$ cat src/rtl/multicycle_control_pkg.sv
// multicycle_control_pkg: opcode values, FSM state codes and instruction classes
package multicycle_control_pkg;
  localparam int OP_ADD  = 1;
  localparam int OP_SUB  = 2;
  localparam int OP_AND  = 3;
  localparam int OP_OR   = 4;
  localparam int OP_ADDI = 5;
  localparam int OP_ANDI = 6;
  localparam int OP_ORI  = 7;
  localparam int OP_LDI  = 8;
  localparam int OP_BEQ  = 9;
  localparam int OP_LD   = 10;
  localparam int OP_STR  = 11;
  localparam int OP_JUMP = 12;
  typedef enum logic [3:0] {
    S_IF       = 4'd0,
    S_RF       = 4'd1,
    S_IMM_INJ  = 4'd2,
    S_ALU_R3   = 4'd3,
    S_ALU_RI3  = 4'd4,
    S_ALU_4    = 4'd5,
    S_BRANCH3  = 4'd6,
    S_MEM_REF3 = 4'd7,
    S_LOAD4    = 4'd8,
    S_STORE4   = 4'd9,
    S_LOAD5    = 4'd10,
    S_JUMP3    = 4'd11,
    S_ILLEGAL  = 4'd12
  } state_t;
  typedef enum logic [2:0] {
    CLS_ILLEGAL, CLS_ALU_R, CLS_ALU_I, CLS_LDI, CLS_BEQ, CLS_LD, CLS_STR, CLS_JUMP
  } cls_t;
endpackage

$ cat src/rtl/multicycle_control_decode.sv
// opcode_class_decode: maps an opcode onto its instruction class
module opcode_class_decode
  import multicycle_control_pkg::*;
#(
  parameter int OPCODE_W = 6
) (
  input  logic [OPCODE_W-1:0] opcode,
  output cls_t                cls
);
  always_comb
    cls = opcode inside {OPCODE_W'(OP_ADD), OPCODE_W'(OP_SUB), OPCODE_W'(OP_AND), OPCODE_W'(OP_OR)} ? CLS_ALU_R :
          opcode inside {OPCODE_W'(OP_ADDI), OPCODE_W'(OP_ANDI), OPCODE_W'(OP_ORI)} ? CLS_ALU_I :
          opcode == OPCODE_W'(OP_LDI)  ? CLS_LDI  :
          opcode == OPCODE_W'(OP_BEQ)  ? CLS_BEQ  :
          opcode == OPCODE_W'(OP_LD)   ? CLS_LD   :
          opcode == OPCODE_W'(OP_STR)  ? CLS_STR  :
          opcode == OPCODE_W'(OP_JUMP) ? CLS_JUMP : CLS_ILLEGAL;
endmodule

$ cat src/rtl/multicycle_control.sv
// multicycle_control: multicycle CPU control FSM with opcode latch and retired-instruction counter
module multicycle_control
  import multicycle_control_pkg::*;
#(
  parameter int OPCODE_W    = 6,
  parameter int CNT_W       = 16,
  parameter int MEM_WAIT_EN = 1
) (
  input  logic                clk,
  input  logic                rst,
  input  logic [OPCODE_W-1:0] opcode,
  input  logic                mem_ready,
  input  logic                hold,
  output logic [3:0]          state,
  output logic                mem_req,
  output logic                mem_we,
  output logic                instr_done,
  output logic                trap,
  output logic [CNT_W-1:0]    instr_count
);
  state_t st, nxt;
  cls_t cls;
  logic [OPCODE_W-1:0] op_q, dec_op;
  logic rdy, term;
  // IF classifies the live opcode; every later state sees only the latched copy
  assign dec_op = st == S_IF ? opcode : op_q;
  opcode_class_decode #(.OPCODE_W(OPCODE_W)) u_dec (.opcode(dec_op), .cls(cls));
  assign rdy = MEM_WAIT_EN != 0 ? mem_ready : 1'b1;
  always_comb begin
    nxt = S_IF;
    case (st)
      S_IF:       nxt = !rdy ? S_IF : cls == CLS_LDI ? S_IMM_INJ : cls == CLS_ILLEGAL ? S_ILLEGAL : S_RF;
      S_RF:       nxt = cls == CLS_ALU_R ? S_ALU_R3 : cls == CLS_ALU_I ? S_ALU_RI3 :
                        cls == CLS_BEQ ? S_BRANCH3 : cls == CLS_JUMP ? S_JUMP3 : S_MEM_REF3;
      S_ALU_R3:   nxt = S_ALU_4;
      S_ALU_RI3:  nxt = S_ALU_4;
      S_MEM_REF3: nxt = cls == CLS_LD ? S_LOAD4 : S_STORE4;
      S_LOAD4:    nxt = rdy ? S_LOAD5 : S_LOAD4;
      S_STORE4:   nxt = rdy ? S_IF : S_STORE4;
      S_ILLEGAL:  nxt = S_ILLEGAL;
      default:    nxt = S_IF;
    endcase
  end
  assign term = st inside {S_IMM_INJ, S_ALU_4, S_BRANCH3, S_STORE4, S_LOAD5, S_JUMP3};
  assign instr_done = term && nxt == S_IF && !hold;
  assign state = st;
  assign mem_req = st inside {S_IF, S_LOAD4, S_STORE4};
  assign mem_we = st == S_STORE4;
  assign trap = st == S_ILLEGAL;
  always_ff @(posedge clk)
    if (rst) begin
      st <= S_IF;
      op_q <= '0;
      instr_count <= '0;
    end else if (!hold) begin
      st <= nxt;
      if (st == S_IF && rdy) op_q <= opcode;
      if (instr_done) instr_count <= instr_count + CNT_W'(1);
    end
endmodule

$ cat config.mk
export PLATFORM = sky130hd
export DESIGN_NAME = multicycle_control
export DESIGN_NICKNAME = d
export VERILOG_FILES = /design/src/rtl/multicycle_control_pkg.sv /design/src/rtl/multicycle_control_decode.sv /design/src/rtl/multicycle_control.sv
export SDC_FILE = /design/constraint.sdc
export NUM_CORES = 1
export LEC_CHECK = 0
export ABC_CLOCK_PERIOD_IN_PS = 3000
export BUFFER_PORTS_ARGS = -buffer_cell sky130_fd_sc_hd__clkbuf_2
export CAP_MARGIN = 20
export CORE_ASPECT_RATIO = 1.4
export CORE_UTILIZATION = 55
export CTS_CLUSTER_DIAMETER = 50
export DETAILED_ROUTE_END_ITERATION = 10
export GPL_TIMING_DRIVEN = 0
export PLACE_DENSITY = 0.89
export SETUP_SLACK_MARGIN = 0.3
export SYNTH_ARGS = -nofsm -noshare
export SYNTH_HDL_FRONTEND = slang
export SYNTH_SLANG_ARGS = --single-unit
export TNS_END_PERCENT = 5
$ cat constraint.sdc
create_clock -name clk -period 3 [get_ports clk]
set_input_delay 0.6 -clock clk [delete_from_list [all_inputs] [get_ports clk]]
set_output_delay 0.6 -clock clk [all_outputs]
set_load 0.02 [all_outputs]
**Word level (Yosys, flattened, before mapping)**

Cells that the tools add are included.

- Order comparisons: 0
- Reduce and logical (&&, ||, !) cells: 14
- Muxes and demuxes: 19
- $mul: 0
- Bitwise operators: 1
- Eq/ne operators: 30
- $add $sub $neg: 1
- Shift-type cells: 0
- Div/mod/pow operators: 0

Operators by type and width:

| kind | number |
|---|---|
| $mux 4 | 8 |
| $eq 6x4->1 const B | 5 |
| $pmux 4 s7 | 1 |
| $eq 6x3->1 const B | 4 |
| $mux 3 | 7 |
| $eq 4x4->1 const B | 5 |
| $add 16x1->16 const B | 1 |
| $eq 4x3->1 const B | 4 |
| $eq 6x2->1 const B | 2 |
| $eq 3x3->1 const B | 3 |
| $eq 4x2->1 const B | 2 |
| $logic_not 4->1 | 2 |
| $eq 3x2->1 const B | 2 |
| $eq 6x1->1 const B | 1 |
| $mux 6 | 1 |
| $reduce_bool 3->1 | 2 |
| $reduce_bool 6->1 | 1 |
| $eq 4x1->1 const B | 1 |
| $reduce_and 2->1 | 2 |
| $reduce_bool 4->1 | 1 |
| $eq 3x1->1 const B | 1 |
| $logic_and 1x1->1 | 3 |
| $logic_not 3->1 | 1 |
| $mux 2 | 1 |
| 4 further kinds | 4 |

- Latch bits: 0
- Memory bits (writable): 0
- Bits in read-only memories: 0
- Logic and storage cells: 68
- Memories kept: 0
- Register bits: 26
- Input bits: 10
- Output and inout port bits: 24

**Longest topological paths before layout**

- Depth after elaboration: 20
- Gate-level depth with buffers: 7
- Mapped depth without buffers: 5

**Hierarchy**

A second synthesis with hierarchy kept.

- Cells, all modules: 196
- Area, all modules: 1631.6 sq um

By module, submodules not included:

| module | cells an instance | sequential area each (sq um) | area an instance (sq um) | instances |
|---|---|---|---|---|
| multicycle_control | 185 | 520.5 | 1540.2 | 1 |
| opcode_class_decode | 11 | 0.0 | 91.3 | 1 |

**Least setup slack after synthesis**

OpenSTA, ideal clock, no wires.

- Path kind: in2out
- From: input port mem_ready
- To: output port instr_done
- Required time: 2400 ps
- Buffers on the path: 3
- Path slack: 768 ps
- Data arrival time: 1632 ps
- Cell stages on the path: 6
- Cell sequence: buf_2 > and4b_1 > a211oi_2 > buf_2 > buf_4 > nor2_1

- Longest elaborated chain between the ends: 5
- Elaborated cells on any way between the ends: 7
- Those cells by class: mux: 4; reduce/logical: 3

Ends and longest elaborated chain:

| element | line | RTL |
|---|---|---|
| from (decl) | multicycle_control.sv:12 | `input logic mem_ready,` |
| $mux 4 (tied with other cells) | multicycle_control.sv:39 | `S_STORE4: nxt = rdy ? S_IF : S_STORE4;` |
| $pmux 4 s7 * | multicycle_control.sv:31 | `case (st)` |
| $logic_not 4->1 * | multicycle_control.sv:45 | `assign instr_done = term && nxt == S_IF && !hold;` |
| $logic_and 1x1->1 * (2 in series) | multicycle_control.sv:45 |  |
| to (decl) | multicycle_control.sv:17 | `output logic instr_done,` |

Every way passes the cells marked *; elsewhere a longest branch is shown, timed or not.

**Worst setup path in the final report**

- From: register st[0], in the netlist state[0]
- To: output port instr_done

- Longest elaborated chain between the ends: 19
- Elaborated cells on any way between the ends: 56
- Those cells by class: eq/ne: 30; mux: 17; reduce/logical: 9

Ends and longest elaborated chain:

| element | line | RTL |
|---|---|---|
| from (decl) | multicycle_control.sv:21 | `state_t st, nxt;` |
| from (signal assigned) | multicycle_control.sv:56 | `st <= nxt;` |
| $logic_not 4->1 | multicycle_control.sv:26, multicycle_control.sv:31 |  |
| $mux 6 | multicycle_control.sv:26 | `assign dec_op = st == S_IF ? opcode : op_q;` |
| $eq 6x4->1 | multicycle_control_decode.sv:17 | `opcode == OPCODE_W'(OP_JUMP) ? CLS_JUMP : CLS_ILLEGAL;` |
| $mux 3 | multicycle_control_decode.sv:17 |  |
| $mux 3 | multicycle_control_decode.sv:16 | `opcode == OPCODE_W'(OP_STR) ? CLS_STR :` |
| $mux 3 | multicycle_control_decode.sv:15 | `opcode == OPCODE_W'(OP_LD) ? CLS_LD :` |
| $mux 3 | multicycle_control_decode.sv:14 | `opcode == OPCODE_W'(OP_BEQ) ? CLS_BEQ :` |
| $mux 3 | multicycle_control_decode.sv:13 | `opcode == OPCODE_W'(OP_LDI) ? CLS_LDI :` |
| $mux 3 | multicycle_control_decode.sv:12 | `opcode inside {OPCODE_W'(OP_ADDI), OPCODE_W'(OP_ANDI), OPCODE_W'(OP_ORI)} ? CLS_ALU_I :` |
| $mux 3 | multicycle_control_decode.sv:11 | `cls = opcode inside {OPCODE_W'(OP_ADD), OPCODE_W'(OP_SUB), OPCODE_W'(OP_AND), OPCODE_W'(OP_OR)} ? CLS_ALU_R :` |
| $eq 3x3->1 | multicycle_control.sv:34 | `cls == CLS_BEQ ? S_BRANCH3 : cls == CLS_JUMP ? S_JUMP3 : S_MEM_REF3;` |
| $mux 4 (2 in series) | multicycle_control.sv:34 |  |
| $mux 4 (2 in series) | multicycle_control.sv:33 | `S_RF: nxt = cls == CLS_ALU_R ? S_ALU_R3 : cls == CLS_ALU_I ? S_ALU_RI3 :` |
| $pmux 4 s7 | multicycle_control.sv:31 |  |
| $logic_not 4->1 | multicycle_control.sv:45 |  |
| $logic_and 1x1->1 * (2 in series) | multicycle_control.sv:45 |  |

Marked as above.

==> metrics.yaml <==
status: "complete, but fails checks"
failed_checks: "design-rule violations"
hpwl_um: 2990
finalMaxSlewViolations: 0
numCtsBuffers: 3
min-delay-path-class: "register to register"
async_reset_ff_share_pct: 0
period_minus_slack_ps: 2600
grt_usage_pct: 28.5
drtPass1Iterations: 7
antenna_found_initial: 0
synth_cells: 200
synth_cell_types: 45
setup_tns_ps: 0
drive_above_1_share_pct: 22.0
grt-busiest-layer: "met2"
crit_family: "buffers and inverters"
clockBufferDepth: 2
ys.warnings.count: 0
diodes: 0
gp_congestion: 0.897
hold_depth: 2
syn_nets: 211
yosysSeqAreaShare_pct: 31.7
grt_pass1_vias: 1577
met2_usage_pct: 49.7
fill_cells: 250
die_x_um: 48.2
min_to: "instr_count[15]"
grt_pass1_wl_um: 6660
area_growth_pct: 17.0
rr_startpoint: "state[0]"
clk_pin_slew_worst_paths_ps: 90
setup.worst_path.end_class: "output pin"
die_h_um: 66.7
path_buf_inv: 4
grt_use_met3_pct: 5.69
synth_top_family_by_area: "simple AND/OR/NAND/NOR gates"
slowest_delay_ps: 340
cts.sinks: 26
r2r_end: "instr_count[1]"
synth_area_um2: 1640
routed_wl_um: 4180
maxClockFrequency_mhz: 385
finClkSkew_ps: 1.47
h-tree-depth: 1
placedCellCount: 269
layout.nets: 248
vias: 1762
cpMostUsedCell: "buf_4"
start_util_pct: 57.7
drtIter0Drc: 59
cap_viol_max_count: 0
worst_pin_slew_ps: 508
routedWlPerCell_um: 15.3
rsz0062_at_grt: "no"
syn_avg_cell_area_um2: 8.21
cts-root-buf: "clkbuf_8"
final_cells: 273
finalSetupViolCount: 0
synth_edf_count: 0
cts_tree: "built"
worstHoldStart: "instr_count[15]"
period_share_pct: 86.6
required_ps: 2400
peakVddDrop_uv: 298
synth-compound-area-share_pct: 21.8
power_density_nw_per_um2: 425
slowest_stage: "dfxtp_1"
reg2reg_setup_slack_ps: 1170
portBuffers: 32
slew-limit-headroom_pct: 65.9
crit_cells: 7
drcViolationCount: 2
synth_ff_type: "dfxtp_1"
core_um2: 2850
met1_usage_pct: 30.0
worst_setup_path_start_kind: "register"
grt_max_degree: 16
crit_chain: "buf_4, and4b_1, a211oi_2, buf_2, buf_4, nor2_1, clkbuf_2"
crit_fanout: 10
synth_mux_area_share_pct: 5.64
final_common_cell: "clkbuf_2"
ys_ff_latch: 26
synth-simple-area-share_pct: 34.0
finalHoldViolations: 0
rows: 23
die_area_um2: 3210
ios: 34
overflow: 0
cts_setup_buffers: 0
final_cell_mix: "clkbuf_2 (32), dfxtp_1 (25), a21oi_1 (18)"
synth_xor_area_share_pct: 0
ff2ff_path_depth: 7
critical_path_class: "register to output pin"
insertion_delay_ps: 270
drtAntennaViolNets: 0
synthAdderAreaFrac_pct: 0.762
arrival_ps: 2000
p_leak_nw: 0.734
viasPerCell: 6.45
==> repair_timing <==
action | in CTS | in global routing
endpoints found under the setup margin | 0 | 1
resized for setup | 0 | 1
hold buffers | 0 | 0
==> power by group <==
group          internal [mW]  switching, mW
logic                 0.0599         0.0984
registers              0.355         0.0127
clock network          0.178          0.113
==> state kept, by name, summed over array words and instances (netlist names) <==
register,flops
op_q,6
instr_count,16
state,4
==> cells by family after synthesis <==
family,count (synthesis)
fa+ha+maj,1
mux,9
buf+inv,19
simple gates,91
flops,26
compound gates,54
==> Yosys cell counts (all sizes together), types with 3 or more instances <==
cell type / number / area, µm²
nor3b: 3 / 22.5
o31ai: 11 / 82.6
nor2b: 4 / 25.0
nor3: 5 / 25.0
mux2i: 7 / 70.1
nand4: 8 / 50.1
nor2: 17 / 63.8
or4: 11 / 82.6
nand3: 11 / 60.1
nand2: 9 / 33.8
o21ai: 6 / 30.0
inv: 3 / 11.3
clkbuf: 9 / 33.8
dfxtp: 26 / 521
a31oi: 5 / 31.3
or3: 7 / 43.8
buf: 7 / 55.1
a21oi: 18 / 90.1
and4: 4 / 35.0
==> metal layers <==
| metal | up-vias | share of wire, % |
|---|---|---|
| met3 | 12 | 4.7 |
| met4 | 0 | 2.3 |
| met5 | - | 0 |
| li1 | 842 | - |
| met2 | 60 | 54 |
| met1 | 848 | 39 |
==> metrics by stage <==
stage	hold WS [ps]	area (µm²)	setup slack [ps]	util (%)	power, mW
2_1_floorplan	510	1640	768	-	0.485
3_3_place_gp	471	1850	450	64.9	0.527
3_5_place_dp	479	1850	453	64.9	0.530
4_1_cts	493	1920	388	67.4	0.821
5_1_grt	538	1920	310	67.5	0.851
6_report	496	1920	401	67.5	0.817
==> tightest hold or removal path, cell delays in order (launching register included) <==
cell     delay (ps)
dfxtp_1         340
o31ai_1          60
a21oi_1          50
==> area by class of cell <==
class	instances	area, µm²	area share [%]
Clock inverter	1	30.0	1.56
Buffer	16	88.8	4.62
Multi-Input combinational cell	155	1020	53.2
Clock buffer	3	41.3	2.15
Sequential cell	26	522	27.1
Inverter	3	11.3	0.586
Timing Repair Buffer	32	160	8.33
Tap cell	37	46.3	2.41
==> worst max-delay path by stage <==
stage	startpoint	endpoint	slack [ps]
finish	state[0]	instr_done	400
global placement	mem_ready	instr_done	450
global route	state[0]	instr_done	310
CTS	state[0]	instr_done	390
floorplan	mem_ready	instr_done	770
detailed placement	mem_ready	instr_done	450
(Power assumes the default switching activity.)
